File: src/rtl/display_timing_pkg.sv
// Shared raster timing constants (640x480@60 defaults) and derivation helpers,
// imported by the timing generator and the sprite stages so the geometry stays consistent.
package display_timing_pkg;

    localparam int DEFAULT_COORDINATE_WIDTH = 10;
    localparam int DEFAULT_CLK_DIV          = 4;

    localparam int DEFAULT_H_RES  = 640;
    localparam int DEFAULT_H_FP   = 16;
    localparam int DEFAULT_H_SYNC = 96;
    localparam int DEFAULT_H_BP   = 48;

    localparam int DEFAULT_V_RES  = 480;
    localparam int DEFAULT_V_FP   = 10;
    localparam int DEFAULT_V_SYNC = 2;
    localparam int DEFAULT_V_BP   = 33;

    localparam int DEFAULT_H_POL    = 0;
    localparam int DEFAULT_V_POL    = 0;
    localparam int DEFAULT_LINE_POS = DEFAULT_H_RES;

    localparam int FRAME_COUNT_WIDTH = 16;

    function automatic int timing_total(input int res, input int fp, input int sync, input int bp);
        return res + fp + sync + bp;
    endfunction

    localparam int DEFAULT_H_TOTAL = timing_total(DEFAULT_H_RES, DEFAULT_H_FP, DEFAULT_H_SYNC, DEFAULT_H_BP);
    localparam int DEFAULT_V_TOTAL = timing_total(DEFAULT_V_RES, DEFAULT_V_FP, DEFAULT_V_SYNC, DEFAULT_V_BP);

    // True when a non-negative value is representable in an unsigned field of the given width.
    function automatic bit fits_width(input int value, input int width);
        if (value < 0) begin
            return 1'b0;
        end
        if (width >= 31) begin
            return 1'b1;
        end
        return value < (1 << width);
    endfunction

endpackage

File: src/rtl/display_timing_gen_pixel_tick_div.sv
// Pixel clock-enable divider: div_cnt runs 0..CLK_DIV-1 and tick is high on its last count.
module pixel_tick_div
    import display_timing_pkg::*;
#(
    parameter int CLK_DIV = DEFAULT_CLK_DIV
) (
    input  logic clk,
    input  logic rst,
    output logic tick
);

    localparam int DIV_WIDTH = (CLK_DIV > 1) ? $clog2(CLK_DIV) : 1;
    localparam logic [DIV_WIDTH-1:0] DIV_LAST = DIV_WIDTH'(CLK_DIV - 1);

    logic [DIV_WIDTH-1:0] div_cnt;

    generate
        if (CLK_DIV < 2) begin : g_bad_clk_div
            $error("pixel_tick_div: CLK_DIV must be at least 2");
        end
    endgenerate

    always_ff @(posedge clk or posedge rst) begin
        if (rst) begin
            div_cnt <= '0;
        end else if (div_cnt == DIV_LAST) begin
            div_cnt <= '0;
        end else begin
            div_cnt <= div_cnt + 1'b1;
        end
    end

    assign tick = (div_cnt == DIV_LAST);

endmodule

File: src/rtl/display_timing_gen.sv
// Raster timing source: pixel-rate horizontal/vertical counters with registered syncs,
// display enable and line/frame strobes. Define DISPLAY_TIMING_FRAME_CNT_EN to add frame_count.
module display_timing_gen
    import display_timing_pkg::*;
#(
    parameter int COORDINATE_WIDTH = DEFAULT_COORDINATE_WIDTH,
    parameter int CLK_DIV          = DEFAULT_CLK_DIV,
    parameter int H_RES            = DEFAULT_H_RES,
    parameter int H_FP             = DEFAULT_H_FP,
    parameter int H_SYNC           = DEFAULT_H_SYNC,
    parameter int H_BP             = DEFAULT_H_BP,
    parameter int V_RES            = DEFAULT_V_RES,
    parameter int V_FP             = DEFAULT_V_FP,
    parameter int V_SYNC           = DEFAULT_V_SYNC,
    parameter int V_BP             = DEFAULT_V_BP,
    parameter int H_POL            = DEFAULT_H_POL,
    parameter int V_POL            = DEFAULT_V_POL,
    parameter int LINE_POS         = DEFAULT_LINE_POS
) (
    input  logic                          clk,
    input  logic                          reset_button,
    output logic [COORDINATE_WIDTH-1:0]   horiz_pos,
    output logic [COORDINATE_WIDTH-1:0]   vert_pos,
    output logic                          hsync,
    output logic                          vsync,
    output logic                          de,
    output logic                          pix_tick,
    output logic                          line,
`ifdef DISPLAY_TIMING_FRAME_CNT_EN
    output logic                          frame,
    output logic [FRAME_COUNT_WIDTH-1:0]  frame_count
`else
    output logic                          frame
`endif
);

    localparam int H_TOTAL      = timing_total(H_RES, H_FP, H_SYNC, H_BP);
    localparam int V_TOTAL      = timing_total(V_RES, V_FP, V_SYNC, V_BP);
    localparam int H_SYNC_START = H_RES + H_FP;
    localparam int H_SYNC_END   = H_SYNC_START + H_SYNC;
    localparam int V_SYNC_START = V_RES + V_FP;
    localparam int V_SYNC_END   = V_SYNC_START + V_SYNC;

    localparam logic [COORDINATE_WIDTH-1:0] H_LAST = COORDINATE_WIDTH'(H_TOTAL - 1);
    localparam logic [COORDINATE_WIDTH-1:0] V_LAST = COORDINATE_WIDTH'(V_TOTAL - 1);

    localparam logic HSYNC_ACTIVE = (H_POL != 0);
    localparam logic VSYNC_ACTIVE = (V_POL != 0);

    generate
        if (!fits_width(H_TOTAL - 1, COORDINATE_WIDTH)) begin : g_bad_h_total
            $error("display_timing_gen: H_TOTAL-1 does not fit in COORDINATE_WIDTH");
        end
        if (!fits_width(V_TOTAL - 1, COORDINATE_WIDTH)) begin : g_bad_v_total
            $error("display_timing_gen: V_TOTAL-1 does not fit in COORDINATE_WIDTH");
        end
        if (LINE_POS < 0 || LINE_POS >= H_TOTAL) begin : g_bad_line_pos
            $error("display_timing_gen: LINE_POS must lie within 0..H_TOTAL-1");
        end
    endgenerate

    logic                        tick;
    logic [COORDINATE_WIDTH-1:0] h_next;
    logic [COORDINATE_WIDTH-1:0] v_next;
    logic                        hsync_on;
    logic                        vsync_on;
    logic                        visible_next;
    logic                        wrap_to_origin;
    logic                        at_line_pos;

    pixel_tick_div #(
        .CLK_DIV (CLK_DIV)
    ) u_pixel_tick_div (
        .clk  (clk),
        .rst  (reset_button),
        .tick (tick)
    );

    // Position the counters will hold after the next tick; every registered output is
    // decoded from this so syncs and strobes line up with the positions they describe.
    always_comb begin
        h_next = horiz_pos;
        v_next = vert_pos;
        if (horiz_pos == H_LAST) begin
            h_next = '0;
            if (vert_pos == V_LAST) begin
                v_next = '0;
            end else begin
                v_next = vert_pos + 1'b1;
            end
        end else begin
            h_next = horiz_pos + 1'b1;
        end
    end

    assign hsync_on       = (int'(h_next) >= H_SYNC_START) && (int'(h_next) < H_SYNC_END);
    assign vsync_on       = (int'(v_next) >= V_SYNC_START) && (int'(v_next) < V_SYNC_END);
    assign visible_next   = (int'(h_next) < H_RES) && (int'(v_next) < V_RES);
    assign wrap_to_origin = (h_next == '0) && (v_next == '0);
    assign at_line_pos    = (int'(h_next) == LINE_POS);

    // Strobes are qualified by tick so they last one clk even though a position is held
    // for CLK_DIV clocks.
    always_ff @(posedge clk or posedge reset_button) begin
        if (reset_button) begin
            horiz_pos <= '0;
            vert_pos  <= '0;
            hsync     <= ~HSYNC_ACTIVE;
            vsync     <= ~VSYNC_ACTIVE;
            de        <= 1'b0;
            pix_tick  <= 1'b0;
            line      <= 1'b0;
            frame     <= 1'b0;
        end else begin
            pix_tick <= tick;
            line     <= tick && at_line_pos;
            frame    <= tick && wrap_to_origin;
            if (tick) begin
                horiz_pos <= h_next;
                vert_pos  <= v_next;
                hsync     <= hsync_on ? HSYNC_ACTIVE : ~HSYNC_ACTIVE;
                vsync     <= vsync_on ? VSYNC_ACTIVE : ~VSYNC_ACTIVE;
                de        <= visible_next;
            end
        end
    end

`ifdef DISPLAY_TIMING_FRAME_CNT_EN
    // Free-running frame counter for sprite animation; wraps naturally at 16 bits.
    always_ff @(posedge clk or posedge reset_button) begin
        if (reset_button) begin
            frame_count <= '0;
        end else if (tick && wrap_to_origin) begin
            frame_count <= frame_count + 1'b1;
        end
    end
`endif

endmodule

File: config.mk
export PLATFORM = sky130hd
export DESIGN_NAME = display_timing_gen
export DESIGN_NICKNAME = d
export VERILOG_FILES = /design/src/rtl/display_timing_pkg.sv /design/src/rtl/display_timing_gen_pixel_tick_div.sv /design/src/rtl/display_timing_gen.sv
export SDC_FILE = /design/constraint.sdc
export NUM_CORES = 1
export LEC_CHECK = 0
export ABC_AREA = 1
export CORE_UTILIZATION = 30
export DETAILED_ROUTE_END_ITERATION = 12
export PLACE_DENSITY = 0.58
export SLEW_MARGIN = 20
export SYNTH_ARGS = -nofsm -noshare
export SYNTH_HDL_FRONTEND = slang
export SYNTH_SLANG_ARGS = --single-unit
File: constraint.sdc
create_clock -name clk -period 2.2 [get_ports clk]
set_input_delay 0.66 -clock clk [delete_from_list [all_inputs] [get_ports clk]]
set_output_delay 0.66 -clock clk [all_outputs]
set_load 0.005 [all_outputs]
Word level (Yosys, flattened, before mapping) --
Cells that the tools add are included. Widths: inputs -> output; s select.
Storage, ports and cells: input bits 2, bits in registers 28, output and inout port bits 26
Cells by class: reduce and logical (&&, ||, !) cells 8, muxes and demuxes 6, add/subtract/negate cells 3, $lt $le $gt $ge 6, equal/unequal tests 4
Operator list (number):
- $eq 10x10->1 const B | 3
- $mux 10 | 3
- $add 10x1->10 const B | 2
- $logic_not 10->1 | 2
- $lt 10x10->1 const B | 2
- $lt 10x9->1 const B | 2
- $ge 10x10->1 const B | 1
- $ge 10x9->1 const B | 1
- $logic_and 1x1->1 | 6
- $add 2x1->2 const B | 1
- $eq 2x2->1 const B | 1
- $mux 1 | 2
- $mux 2 | 1

Longest topological paths before layout --
Gate-level depths: netlist of the first run.
depth in word-level cells 6, depth in mapped cells 13

Modules after synthesis --
From an unflattened synthesis of the first run, not the netlist that was laid out.
Second synthesis, totals: cells, all modules 258, area, all modules 1808.0 µm²
Modules (own cells, without submodules):
- display_timing_gen | cells each 253, area an instance 1737.9 µm², times used 1
- pixel_tick_div | cells each 5, area an instance 70.1 µm², times used 1

Least setup slack after synthesis of the first run --
OpenSTA, ideal clock, no wires.
path kind register to register, start register horiz_pos[1], end register de, arrival time 1.587 ns, slack 0.497 ns, buffers on the path 1, required time 2.084 ns, library setup time 0.116 ns, cell stages (with the launch flop) 12, cells stage by stage dfrtp_1 -> ha_1 -> nand2_2 -> nor2_4 -> nand4_4 -> buf_6 -> o21ai_2 -> nand2_1 -> nor2_1 -> nand2_1 -> nand2_1 -> nand2_1
Between the ends: cells in the longest elaborated chain, start to end 4
Ends and longest elaborated chain:
- from (decl) | line display_timing_gen.sv:22 | output logic [COORDINATE_WIDTH-1:0] horiz_pos,
- from (signal assigned) | line display_timing_gen.sv:119 | horiz_pos <= h_next;
- $add 10x1->10 / $eq 10x10->1 (equally long branches) | line display_timing_gen.sv:92, display_timing_gen.sv:84
- $mux 10 | line display_timing_gen.sv:84 | if (horiz_pos == H_LAST) begin
- $lt 10x10->1 / $lt 10x9->1 (equally long branches) | line display_timing_gen.sv:98 | assign visible_next = (int'(h_next) < H_RES) && (int'(v_next) < V_RES);
- $logic_and 1x1->1 * | line display_timing_gen.sv:98
- to (signal assigned) | line display_timing_gen.sv:123 | de <= visible_next;
- to (decl) | line display_timing_gen.sv:26 | output logic de,
Every way passes the cells marked *; elsewhere a longest branch is shown, timed or not. A chain may end at the register's enable or synchronous reset.

Final worst setup path of the first run --
start register vert_pos[3], end output port vert_pos[3]
RTL lines:
- from (decl) | line display_timing_gen.sv:23 | output logic [COORDINATE_WIDTH-1:0] vert_pos,
- from (signal assigned) | line display_timing_gen.sv:120 | vert_pos <= v_next;
No word-level cell between the ends.

==> metrics.cfg, run 1 <==
[global_routing]
grt_pass1_vias=1773
grt_max_degree=29
grt_first_pass_wirelength_microns=8040
overflow=0
antenna_found_initial=0
grt_usage_pct=15.9

[critical_path]
cp_cell_sequence=clkdlybuf4s50_1
r2r_start=horiz_pos[1]
crit_path_end_kind=primary output
cp_slowest_stage_delay_ns=0.56
cp_top_family=buffers and inverters
crit_fanout=8
critPathRequiredTime_ns=1.54
setup.worst_path.start=vert_pos[3]
crit_path_top_delay_cell=clkdlybuf4s50_1
path_buf_inv=1
start_kind=flip-flop
cp_data_arrival_time_ns=1.35
crit_type=reg -> out

[timing]
final-setup-viol-count=0
maxSlewViolCount=0
maxSlewHeadroom_pct=76.1
fin_crit_sh_pct=91.3
worstMarginPinSlew_ns=0.358
hold_viol=0
fin_crit_ns=2.01
timing.final.ws_setup_ns=0.190
holdWs_ns=0.432
skew_ns=0.00453
max_freq_mhz=498

[detailed_routing]
drt-initial-drc-count=120
drt_drc_violations_left=0
ant_nets=0
wl_per_cell_microns=12.3
routed_wl_microns=4740
vias_per_cell=4.86
dr.pass1.iters=4
vias=1870

[floorplanning]
die_h_microns=80.8
start_util_pct=31.3
die_w_microns=80.8
die_area_sq_mm=0.00653
pin_count=28
rows=28
core_sq_mm=0.00596

[power]
total_leakage_power_nw=1.06
power_density_mw_per_mm2=369
irDropWorstVdd_v=0.000216

[synth]
yosys-top-cells-area=dfrtp_1 35%, nand2_1 19%, nand3_1 7.8%, nor2_1 6.4%, inv_1 5.6%
synth.net_count=283
synth_area_sq_mm=0.00186
yosysUniqueCellTypes=30
yosys.area.top_type=dfrtp_1
synthCells=276
synth-seq-cells=28
synth_area_per_cell_sq_um=6.75
ys_seq_area_share_pct=37.7
post-synth-top-area-fraction_pct=34.9
synth_warnings=0

[cells_and_area]
layout.cells.most_common=nand2_1
final_cell_area_sq_mm=0.00232
final_nets=318
mostFrequentLayoutCells=96 x nand2_1, 32 x nor2_1, 29 x nand3_1, 27 x inv_1, 27 x clkdlybuf4s50_1
final_layout_size_suffix_gt1_share_pct=8.06
areaGrowthSynthToFinish_pct=24.4
antenna_cells=0
fill_cells=655

[placement]
port-buffer-count=27
postPlaceCellArea_sq_mm=0.00223
dp_hpwl_microns=3610
gp_congestion=0.836
place_ws_ns=0.218

[cts]
root_buffer=clkbuf_8
cts_buffer_depth=2
clk_latency_ns=0.28
htree_levels=1
clkTransAtPathRegs_ns=0.10
cts_tree=yes
cts_hold_buf=0
cts_made_buffers=3
numClockSinks=28

[worst_hold_path]
min_from=u_pixel_tick_div.div_cnt[0]
hold_path.class=reg -> reg

[status]
outcome=complete, no violations

[run]
cap_violations=0

==> cell usage after synthesis (all sizes together) <==
| library cell | instances |
|---|---|
| clkinv | 1 |
| o21a | 3 |
| nand3b | 1 |
| nand4 | 8 |
| clkbuf | 3 |
| o21ai | 21 |
| and2 | 1 |
| inv | 28 |
| xor2 | 1 |
| nor3b | 1 |
| or2 | 1 |
| buf | 3 |
| ha | 5 |
| dfstp | 2 |
| nor2 | 34 |
| nand2 | 98 |
| nand3 | 30 |
| a31oi | 1 |
| a21oi | 4 |
| o21bai | 2 |
| nor3 | 2 |
| dfrtp | 26 |
==> routing by layer <==
layer  GRT usage, %  part of all wire, %  up-vias
li1               -                    -      952
met5              0                    0        -
met2           27.2                   46       33
met3           2.13                  2.6        6
met1           20.0                   49      879
met4           6.79                  1.7        0
==> path summary, 6_finish.rpt <==
check	to	slack, ns	depth (start not counted)
min in group asynchronous	vert_pos[9]	0.73	3
max in group asynchronous	hsync	1.16	3
setup reg to reg	frame	0.23	11
setup / recovery	vert_pos[3]	0.19	1
hold reg to reg	u_pixel_tick_div.div_cnt[0]	0.43	1
hold / removal	u_pixel_tick_div.div_cnt[0]	0.43	1
==> final cells by class <==
class	count	area (sq um)	area share, %
multi-input combinational	213	1020	44.0
timing repair buffer	36	338	14.6
inverter	29	109	4.69
clock buffer	4	55.1	2.37
sequential	28	703	30.3
tap	75	93.8	4.05
==> report_power, final <==
group / switching (mW) / internal, mW
registers: 0 / 0.514
clock network: 0.169 / 0.160
logic: 0.0100 / 0.00284
total: 0.179 / 0.678
==> state kept, by name, summed over array words and instances, names as in the netlist <==
signal and flops:
vsync 1, horiz_pos 10, de 1, vert_pos 10, pix_tick 1, frame 1, line 1, u_pixel_tick_div.div_cnt 2
hsync 1
==> stage by stage <==
step | TNS [ns] | utilization (%) | power (mW) | cells
2_1_floorplan | 0 | - | 0.532 | 276
3_3_place_gp | 0 | 37.5 | 0.539 | 377
3_5_place_dp | 0 | 37.5 | 0.539 | 377
4_1_cts | 0 | 38.4 | 0.867 | 381
5_1_grt | -0.00343 | 38.9 | 0.886 | 385
6_report | 0 | 38.9 | 0.856 | 385
==> cells by family after synthesis <==
family / synth area share, %
AND/OR/NAND/NOR: 41.5
buffers and inverters: 7.52
AO/OA/AOI/OAI: 9.46
flip-flops: 37.7
adder cells (fa/ha/maj): 3.36
XOR/XNOR: 0.470
==> timing repair <==
item / 4_1_cts / 5_1_grt
buffers inserted: 0 / 4
endpoints found under the setup margin: 0 / 1
gates resized for setup: 0 / 1
No activity file was read; power rests on OpenSTA's default activity.
==> run 2: changes to the inputs <==
CORE_MARGIN = 1.5   (was not set)
==> metrics.cfg, run 2 (synthesis results as in run 1) <==
[status]
outcome=complete, no violations

[cells_and_area]
final_nets=319
fill_cells=650
layout.cells.most_common=nand2_1
mostFrequentLayoutCells=96 x nand2_1, 32 x nor2_1, 29 x nand3_1, 28 x inv_1, 27 x clkdlybuf4s50_1
final_layout_size_suffix_gt1_share_pct=8.04
antenna_cells=0
utilization_pct=39.3
top_regs=horiz_pos x10, vert_pos x10, u_pixel_tick_div.div_cnt x2
areaGrowthSynthToFinish_pct=25.7

[detailed_routing]
ant_nets=0
dr.pass1.iters=4
wl_per_cell_microns=12.5
wl_met3_microns=161
wl_met2_microns=2250
routedLengthMet1_microns=2320
highest_layer=met4
vias_per_cell=4.85
drt_drc_violations_left=0
drt-initial-drc-count=76
routed_wl_microns=4820
vias=1873

[cts]
cts_made_buffers=3
cts_tree=yes
clk_latency_ns=0.28
cts_hold_buf=0
numClockSinks=28
htree_levels=1
clkTransAtPathRegs_ns=0.10
cts_buffer_depth=2
root_buffer=clkbuf_8

[power]
power.total_mw=0.940
clkPwrFrac_pct=43.8
combPwrFrac_pct=1.4
total_leakage_power_nw=1.07
p_sw_share_pct=19.0
p_int_mw=0.761
power_density_mw_per_mm2=401
irDropWorstVdd_v=0.000363
p_switching_mw=0.179
seq_power_share_pct=54.7

[critical_path]
path_buf_inv=1
crit_cells=1
cp_top_family=buffers and inverters
crit_path_top_delay_cell=clkdlybuf4s50_1
crit_type=reg -> out
r2r_cells=8
crit_path_end_kind=primary output
cp_data_arrival_time_ns=1.35
cp_slowest_stage_delay_ns=0.56
r2r_slack_ns=0.21
critPathRequiredTime_ns=1.54
start_kind=flip-flop
crit_fanout=7
cp_cell_sequence=clkdlybuf4s50_1

[global_routing]
grt_usage_pct=16.0
grt_pass1_vias=1767
grt_max_degree=29
antenna_found_initial=0
overflow=0
grt_first_pass_wirelength_microns=8270

[floorplanning]
rows=28
die_w_microns=81.8
die_h_microns=81.8
pin_count=28
start_util_pct=31.3
die_area_sq_mm=0.00670
core_sq_mm=0.00596

[timing]
hold_viol=0
maxSlewHeadroom_pct=75.3
max_freq_mhz=497
final-setup-viol-count=0
rsz0062_at_grt=no
maxSlewViolCount=0
fin_crit_sh_pct=91.5
fin_crit_ns=2.01
tns_ns=0
worstMarginPinSlew_ns=0.370
timing.final.ws_setup_ns=0.188
skew_ns=0.00245
holdWs_ns=0.432

[placement]
place_ws_ns=0.206
dp_hpwl_microns=3640
gp_congestion=0.873
port-buffer-count=27

[worst_hold_path]
hold_path.class=reg -> reg
holdPathStages=1

[run]
cap_violations=0

[run 2: cell count changes in the layout (fill, tap and decap cells not counted), sizes merged]
cell	change
buf	+1
bufinv	+1
clkbuf	-1
[run 2: power groups by stage]
stage	sequential [mW]	combinational, mW	clock, mW
floorplan	0.524	0.00759	0
global placement	0.524	0.0144	0
detailed placement	0.524	0.0145	0
CTS	0.515	0.0144	0.423
global route	0.515	0.0160	0.461
finish	0.514	0.0132	0.412
[run 2: area by class of cell]
cell class | instances | area, sq um | share of cell area [%]
clock buffer | 3 | 41.3 | 1.76
clock inverter | 1 | 30.0 | 1.28
inverter | 29 | 109 | 4.64
multi-input combinational | 213 | 1020 | 43.6
sequential | 28 | 703 | 30.0
tap | 75 | 93.8 | 4.00
timing repair buffer | 37 | 345 | 14.7
[run 2: repair_timing]
item                       4_1_cts  5_1_grt
setup endpoints to repair        0        2
resized for setup                0        0
setup buffers                    0        5
[run 2: metrics by stage]
stage	instance area [sq um]	std cells
3_5_place_dp	2230	377
2_1_floorplan	1860	276
5_1_grt	2340	386
3_3_place_gp	2230	377
6_report	2340	386
4_1_cts	2310	381
[run 2: routing by layer]
layer,GRT usage [%],up-vias
li1,-,956
met1,21.5,870
met2,25.9,41
met3,2.89,6
met4,4.92,0
met5,0,-
[run 2: worst paths after layout]
kind | from | to
max in group asynchronous | reset_button | hsync
worst min register to register | u_pixel_tick_div.div_cnt[0] | u_pixel_tick_div.div_cnt[0]
worst max-delay path | horiz_pos[7] | horiz_pos[7]
worst max register to register | horiz_pos[1] | line
min in group asynchronous | reset_button | pix_tick
worst min-delay path | u_pixel_tick_div.div_cnt[0] | u_pixel_tick_div.div_cnt[0]
==> run 3: changes to the inputs <==
ABC_AREA = not set   (was 1)
CORE_MARGIN = not set   (was 1.5)
SYNTH_HIERARCHICAL = 1   (was not set)
==> metrics.cfg, run 3 <==
[placement]
dp_hpwl_microns=3410
gp_congestion=0.816
postPlaceCellArea_sq_mm=0.00232
port-buffer-count=27

[synth]
synth_commonest_cells=26 x dfrtp_1, 15 x nor2_1, 15 x o21ai_0
yosysUniqueCellTypes=52
synth_area_per_cell_sq_um=9.13
synth.net_count=215
synth_area_sq_mm=0.00190
synth-seq-cells=28
synthFlopType=dfrtp_1
synth_edf_count=0
synth_warnings=6
synthArstFlopShare_pct=100
synthCells=208
post-synth-top-area-fraction_pct=34.3
yosysMostFrequentCell=dfrtp_1
yosys.area.top_type=dfrtp_1
yosys-top-cells-area=dfrtp_1 34%, xnor2_1 4.6%, o21ai_0 4.0%, ha_1 3.3%, xor2_1 3.2%
ys_seq_area_share_pct=37.0

[timing]
rsz0062_at_grt=no
worstMarginPinSlew_ns=0.443
fin_crit_sh_pct=93.6
final-setup-viol-count=0
max_freq_mhz=486
skew_ns=0.00504
fin_crit_ns=2.06
hold_viol=0
tns_ns=0
maxSlewViolCount=0
maxSlewHeadroom_pct=70.5

[cells_and_area]
areaGrowthSynthToFinish_pct=26.6
final_nets=253
mostFrequentLayoutCells=27 x clkdlybuf4s50_1, 26 x dfrtp_1, 25 x buf_4, 15 x nor2_1, 15 x o21ai_0
final_cell_area_sq_mm=0.00240
final_layout_size_suffix_gt1_share_pct=18.0
layout.cells.most_common=clkdlybuf4s50_1
top_regs=horiz_pos x10, vert_pos x10, u_pixel_tick_div/div_cnt x2
multiInputGateArea_sq_mm=0.00105
fill_cells=618
antenna_cells=0
seqCellArea_sq_um=703

[critical_path]
cp_data_arrival_time_ns=2.24
crit_path_end_kind=flip-flop
crit_type=reg -> reg
start_kind=flip-flop
setup.worst_path.start=horiz_pos[0]
critPathRequiredTime_ns=2.39
r2r_slack_ns=0.14
timing.rr.end=frame
r2r_start=horiz_pos[0]
r2r_cells=8
crit_end=frame
crit_fanout=13

[worst_hold_path]
hold_path.class=reg -> reg

[cts]
clkTransAtPathRegs_ns=0.10
cts_tree=yes
cts_made_buffers=3
clk_latency_ns=0.28
numClockSinks=28
cts_buffer_depth=2
htree_levels=1
root_buffer=clkbuf_8

[detailed_routing]
ant_nets=0
dr.pass1.iters=4
drt-initial-drc-count=123
routed_wl_microns=4620
vias_per_cell=5.32
vias=1703
wl_per_cell_microns=14.5
drt_drc_violations_left=0

[floorplanning]
rows=28
die_area_sq_mm=0.00665
pin_count=28
core_sq_mm=0.00603
die_h_microns=81.5
start_util_pct=31.5
die_w_microns=81.5

[global_routing]
grt_first_pass_wirelength_microns=7600
grt_usage_pct=15.0
overflow=0
antenna_found_initial=0
grt_pass1_vias=1539
grt_max_degree=27

[power]
power.total_mw=0.942
power_density_mw_per_mm2=392
irDropWorstVdd_v=0.000281
total_leakage_power_nw=1.03

[status]
outcome=complete, no violations

[run]
cap_violations=0

run 3: worst min path at each step:
stage                                     start                          end  slack (ns)  depth (start not counted)
CTS                 u_pixel_tick_div/div_cnt[0]  u_pixel_tick_div/div_cnt[0]        0.45                          1
global placement    u_pixel_tick_div/div_cnt[0]  u_pixel_tick_div/div_cnt[0]        0.41                          1
detailed placement  u_pixel_tick_div/div_cnt[0]  u_pixel_tick_div/div_cnt[0]        0.43                          1
finish              u_pixel_tick_div/div_cnt[0]  u_pixel_tick_div/div_cnt[0]        0.44                          1
global route        u_pixel_tick_div/div_cnt[0]  u_pixel_tick_div/div_cnt[0]        0.47                          1
floorplan                          reset_button  u_pixel_tick_div/div_cnt[0]        0.40                          1
run 3: layout make-up:
| type | count | share of cell area (%) |
|---|---|---|
| clock inverters | 1 | 1.25 |
| inverters | 6 | 0.938 |
| repair buffers | 52 | 19.1 |
| multi-input cells | 155 | 43.9 |
| flip-flops and latches | 28 | 29.3 |
| clock buffers | 3 | 1.72 |
| well taps | 75 | 3.91 |
run 3: critical path: stages (launching register included):
cell and delay (ns):
dfrtp_1 0.39, ha_1 0.21, and4_1 0.21, and3_2 0.30
buf_4 0.19, a211o_1 0.24, o21ai_0 0.09, nand4b_1 0.11
nor3_1 0.21
run 3: cells by family after synthesis:
group,count (synthesis),share of synthesized area (%)
simple gates,83,24.6
compound gates,43,15.2
flops,28,37.0
buf+inv,25,7.84
xor+xnor,17,7.84
mux,7,4.22
fa+ha+maj,5,3.30
run 3: power breakdown:
group          leakage [nW]  internal [mW]  switching (mW)
Clock                0.0357          0.244           0.170
Sequential            0.365          0.514               0
Combinational         0.625        0.00300          0.0104
run 3: per-layer routing:
| metal | vias up | track usage [%] | wire, microns |
|---|---|---|---|
| met5 | - | 0 | 0 |
| met4 | 0 | 5.71 | 61 |
| met3 | 4 | 1.67 | 229 |
| met2 | 51 | 22.4 | 2080 |
| met1 | 825 | 22.0 | 2250 |
| li1 | 823 | - | - |
run 3: per-stage QoR:
step           util (%)  setup WS [ns]  cells  hold WS (ns)
6_report           39.9          0.142    320         0.444
5_1_grt            39.9        0.00263    320         0.469
4_1_cts            39.7         0.0414    320         0.446
3_5_place_dp       38.6         0.0718    316         0.431
3_3_place_gp       38.6         0.0811    316         0.415
2_1_floorplan         -          0.115    208         0.401
run 3: repair_timing:
action	4_1_cts	5_1_grt
setup endpoints to repair	0	2
gates resized for setup	0	2
hold buffers	0	0
hold endpoints to repair	0	0
setup buffers	0	0
